## src/rtl/ttl_74x161.sv

```systemverilog
// Presettable binary counter (74x161 behaviour) with async active-low clear and ripple carry out.
// Latency: Q updates one CLK edge after load/count; RCO is combinational from Q and ENT.
// Backpressure: none; ENP/ENT gate counting, LOAD_N overrides both.
module ttl_74x161 #(
    parameter int WIDTH = 4
) (
    input  logic             CLK,
    input  logic             CLR_N,
    input  logic             LOAD_N,
    input  logic             ENP,
    input  logic             ENT,
    input  logic [WIDTH-1:0] D,
    output logic [WIDTH-1:0] Q,
    output logic             RCO
);

    localparam logic [WIDTH-1:0] ONE = WIDTH'(1);

    logic [WIDTH-1:0] q_nxt;

    // Load beats count; count needs both enables so a cascade can stall via ENT.
    always_comb begin
        q_nxt = Q;
        if (!LOAD_N) begin
            q_nxt = D;
        end else if (ENP && ENT) begin
            q_nxt = Q + ONE;
        end
    end

    always_ff @(posedge CLK or negedge CLR_N) begin
        if (!CLR_N) begin
            Q <= '0;
        end else begin
            Q <= q_nxt;
        end
    end

    // ENP deliberately excluded so the next stage sees terminal count while this stage is paused.
    assign RCO = ENT & (&Q);

endmodule

```

## config.mk

```make
export PLATFORM = sky130hd
export DESIGN_NAME = ttl_74x161
export DESIGN_NICKNAME = d
export VERILOG_FILES = /design/src/rtl/ttl_74x161.sv
export SDC_FILE = /design/constraint.sdc
export NUM_CORES = 1
export LEC_CHECK = 0
export ABC_CLOCK_PERIOD_IN_PS = 1600
export BUFFER_PORTS_ARGS = -buffer_cell sky130_fd_sc_hd__buf_4
export CAP_MARGIN = 20
export CORE_AREA = 2 2 39 41
export DETAILED_ROUTE_END_ITERATION = 10
export DIE_AREA = 0 0 41 43
export PLACE_DENSITY = 0.49
export SKIP_LAST_GASP = 1
export SYNTH_ARGS = -nofsm -noshare
export SYNTH_HDL_FRONTEND = slang
export SYNTH_SLANG_ARGS = --single-unit
```

## constraint.sdc

```tcl
create_clock -name CLK -period 1.6 [get_ports CLK]
set_input_delay 0.24 -clock CLK [delete_from_list [all_inputs] [get_ports CLK]]
set_output_delay 0.24 -clock CLK [all_outputs]
set_load 0.05 [all_outputs]
```

* Yosys cells after proc, flatten, opt, wreduce, memory -nomap -nowiden
Cells that the tools add are included.
Word-level totals: register bits 4, input bits 9, word-level logic and storage cells 8, output and inout port bits 5
Operators by class: equal/unequal tests 1, reduce and logical (&&, ||, !) cells 2, multiplexer cells 2, bitwise operators 1, $add $sub $neg 1
Operator list (number):
- 2-to-1 mux 4 bit | 2
- adder 4 x 1 -> 4 bit (second input constant) | 1
- AND reduction 4 bit | 1
- != test 2 x 1 -> 1 bit (second input constant) | 1
- AND 1 bit | 1
- logical AND 1 bit | 1

* Depth between registers and ports, before layout
depth after elaboration 3, gate-level depth with buffers 4, mapped depth without buffers 4

* Worst setup path before layout
No wires, ideal clock.
path kind flip-flop to output port, start point register Q[0], end point output RCO, buffers on the path 0, cell stages (with the launch flop) 3, arrival 1298 ps, data required time 1360 ps, path slack 62 ps, cells stage by stage dfrtp_1 ha_1 and4_2
Between the ends: cells in the longest elaborated chain, start to end 2
RTL lines:
- start: declaration | line 13 | output logic [WIDTH-1:0] Q,
- start signal: assignment | line 35 | Q <= q_nxt;
- AND reduction 4 bit | line 40 | assign RCO = ENT & (&Q);
- AND 1 bit | line 40
- end: declaration | line 14 | output logic RCO
Every way passes these cells.

* Worst setup path in the final report
Ends and elaborated chain as after synthesis.

==> impl_metrics.xml <==
<?xml version="1.0" encoding="UTF-8"?>
<metrics>
  <group name="status">
    <metric name="run_status" unit="">finished clean</metric>
  </group>
  <group name="setup_path">
    <metric name="r2r.worst_path.cells" unit="">4</metric>
    <metric name="timing.critical_path.cells" unit="">ha_1 -&gt; and4_2 -&gt; buf_4</metric>
    <metric name="timing_worst_setup_path_type" unit="">flip-flop to primary output</metric>
    <metric name="timing.critical_path.slowest_cell_delay" unit="ns">0.41</metric>
    <metric name="reg_to_reg_critical_path_startpoint" unit="">Q[0]</metric>
    <metric name="biggest_fanout_along_the_worst_timing_path" unit="">4</metric>
    <metric name="reg2reg_slack" unit="ns">0.53</metric>
    <metric name="cp.required" unit="ns">1.36</metric>
    <metric name="worst-endpoint-arrival" unit="ns">1.28</metric>
    <metric name="slowest_stage" unit="">dfrtp_1</metric>
    <metric name="critPathLaunchType" unit="">flip-flop</metric>
    <metric name="setup.worst_path.end" unit="">RCO</metric>
    <metric name="crit-reg2reg-capture" unit="">Q[2]</metric>
    <metric name="cp-end-kind" unit="">primary output</metric>
    <metric name="worst_setup_path_startpoint" unit="">Q[0]</metric>
  </group>
  <group name="sta">
    <metric name="setup_ws" unit="ns">0.0845</metric>
    <metric name="clock_skew" unit="ns">0.00110</metric>
    <metric name="max_slew.worst_pin.slew" unit="ns">0.125</metric>
    <metric name="max_freq" unit="MHz">660</metric>
    <metric name="min_clock_period_post_route" unit="ns">1.52</metric>
    <metric name="grt_setup_unrepaired" unit="">no</metric>
    <metric name="max_slew_margin" unit="%">91.4</metric>
    <metric name="slew_violations" unit="">0</metric>
    <metric name="setup_viol_count_final" unit="">0</metric>
    <metric name="hold_viol" unit="">0</metric>
    <metric name="setup_tns" unit="ns">0</metric>
    <metric name="final_min_period_over_clock_period" unit="%">94.7</metric>
  </group>
  <group name="clock_tree">
    <metric name="cts_made_buffers" unit="">3</metric>
    <metric name="clk_path_buf_depth" unit="">2</metric>
    <metric name="postCtsResizedCells" unit="">0</metric>
    <metric name="worst_skew_pair.late_latency" unit="ns">0.23</metric>
    <metric name="path_clk_slew" unit="ns">0.04</metric>
    <metric name="clock_tree_from_tritoncts" unit="">yes</metric>
    <metric name="cts_sinks" unit="">4</metric>
    <metric name="root_buffer" unit="">clkbuf_4</metric>
    <metric name="clock_tree.htree_level_count" unit="">1</metric>
  </group>
  <group name="grt">
    <metric name="grt_pass1_vias" unit="">216</metric>
    <metric name="grt_overflow" unit="">0</metric>
    <metric name="grt_usage" unit="%">8.26</metric>
    <metric name="grt_first_pass_wirelength" unit="µm">876</metric>
    <metric name="grt_start_max_net_pins" unit="">9</metric>
    <metric name="initial_antenna_violation_count" unit="">0</metric>
  </group>
  <group name="die">
    <metric name="core-area" unit="µm²">1380</metric>
    <metric name="width_of_the_die" unit="µm">41</metric>
    <metric name="starting_utilization_of_the_core_area" unit="%">15.7</metric>
    <metric name="placement_rows" unit="">14</metric>
    <metric name="fp.dieArea" unit="µm²">1760</metric>
    <metric name="io_pins" unit="">14</metric>
    <metric name="die_height" unit="µm">43</metric>
  </group>
  <group name="yosys">
    <metric name="cells_after_synth" unit="">23</metric>
    <metric name="synth_area_per_cell" unit="µm²">9.47</metric>
    <metric name="synth.largest_area_cell" unit="">dfrtp_1</metric>
    <metric name="sequential_share_of_the_synthesized_area" unit="%">46.0</metric>
    <metric name="yosys_most_used_dff" unit="">dfrtp_1</metric>
    <metric name="edff_count_synth" unit="">0</metric>
    <metric name="synth_top_area_share" unit="%">46.0</metric>
    <metric name="syn_area" unit="µm²">218</metric>
    <metric name="postSynthRegisterBits" unit="">4</metric>
    <metric name="synth.top_cells.by_count" unit="">dfrtp_1, nor2_1, a21oi_1</metric>
    <metric name="synth_async_sr_flop_share" unit="%">100</metric>
    <metric name="ys_top_cells_by_area" unit="">dfrtp_1, xor2_1, a21oi_1, nor2_1, ha_1</metric>
    <metric name="synthDistinctLibCells" unit="">13</metric>
    <metric name="synth-warning-count" unit="">0</metric>
    <metric name="synth.net_count" unit="">33</metric>
  </group>
  <group name="placement">
    <metric name="port_buffers" unit="">13</metric>
    <metric name="dp_slack" unit="ns">0.334</metric>
    <metric name="routabilityCongestion" unit="">0.656</metric>
  </group>
  <group name="power">
    <metric name="fin_total_pwr" unit="W">0.000375</metric>
    <metric name="total_leakage_power" unit="nW">0.171</metric>
    <metric name="powerDensity" unit="nW/µm²">1030</metric>
    <metric name="vdd_ir_drop_max" unit="V">0.000322</metric>
  </group>
  <group name="detailed_routing">
    <metric name="drt-initial-drc-count" unit="">1</metric>
    <metric name="vias_per_instance" unit="">3.93</metric>
    <metric name="drt_wl_total" unit="µm">513</metric>
    <metric name="drt_drc" unit="">0</metric>
    <metric name="drt_pass1_iterations" unit="">2</metric>
    <metric name="ant_nets" unit="">0</metric>
    <metric name="routedWlPerCell" unit="µm">9.33</metric>
    <metric name="vias" unit="">216</metric>
  </group>
  <group name="cells_and_area">
    <metric name="largest_register_ff_count" unit="">4</metric>
    <metric name="finish.net_count" unit="">51</metric>
    <metric name="number_of_diodes" unit="">0</metric>
    <metric name="area.growth.synth_to_final" unit="%">67.2</metric>
    <metric name="registers.top_by_ff_count" unit="">Q</metric>
    <metric name="final_layout_size_suffix_gt1_share" unit="%">46.2</metric>
    <metric name="reg.largest.list" unit="">Q x4</metric>
  </group>
  <group name="hold_path">
    <metric name="whs_path_depth" unit="">2</metric>
    <metric name="worst_hold_path_type" unit="">input pin to flip-flop</metric>
  </group>
  <group name="flow_run">
    <metric name="maxCapViolCount" unit="">0</metric>
  </group>
</metrics>
==> worst max-delay path, delay by kind of cell (launching register included) <==
kind,cells,cell delay [ns]
fa+ha+maj,1,0.22
buf+inv,1,0.18
flops,1,0.41
simple gates,1,0.23
==> worst min path at each step <==
stage               startpoint  endpoint  slack, ns
global placement         CLR_N      Q[2]       0.04
floorplan                CLR_N      Q[0]      -0.06
CTS                     LOAD_N      Q[0]       0.25
finish                  LOAD_N      Q[1]       0.24
global route            LOAD_N      Q[0]       0.26
detailed placement       CLR_N      Q[2]       0.04
==> layer usage <==
layer | vias up | track usage (%) | routed length [µm]
met3 | 2 | 3.14 | 49
met5 | - | 0 | 0
met4 | 0 | 10.0 | 10
met1 | 89 | 9.74 | 218
met2 | 9 | 9.69 | 235
li1 | 116 | - | -
==> kinds of logic after synthesis <==
group / Yosys count / synth area share [%]
simple gates: 9 / 21.8
xor+xnor: 2 / 8.05
compound gates: 5 / 12.1
buf+inv: 1 / 1.72
fa+ha+maj: 1 / 5.75
flops: 4 / 46.0
mux: 1 / 4.60
==> power by group <==
part	switching (W)	internal (W)	leakage, nW
sequential	0.0000125	0.000114	0.0448
combinational	0.0000763	0.0000481	0.112
clock	0.0000402	0.0000838	0.0138
==> area by class of cell <==
type | count | area, µm²
tap | 16 | 20.0
multi-input combinational | 18 | 114
sequential | 4 | 100
timing repair buffer | 14 | 108
clock buffer | 3 | 22.5
fill | 147 | 1020
==> timing repair <==
item | 4_1_cts | 5_1_grt
hold buffers | 1 | 0
endpoints found under the setup margin | 0 | 0
buffers inserted | 0 | 0
endpoints found under the hold margin | 4 | 0
==> layout by cell type (no fill, tap or decap) <==
cell           netlist  routed
a21oi_1              3       3
a31oi_1              1       1
and4_2               1       1
buf_4                0      13
clkbuf_4             0       3
dfrtp_1              4       4
dlygate4sd3_1        0       1
ha_1                 1       1
mux2i_1              1       1
nand2_2              1       1
nand3_1              2       2
nor2_1               4       4
o21ai_0              1       1
or3_1                1       1
xor2_1               2       2
==> per-stage QoR <==
step | std cells | util (%) | hold slack, ns | area (µm²)
finish | 55 | 26.3 | 0.243 | 364
global route | 55 | 26.3 | 0.260 | 364
CTS | 55 | 26.3 | 0.246 | 364
detailed placement | 51 | 24.0 | 0.0399 | 332
global placement | 51 | 24.0 | 0.0388 | 332
floorplan | 23 | - | -0.0556 | 218
Power figures use the tool's default switching activity.
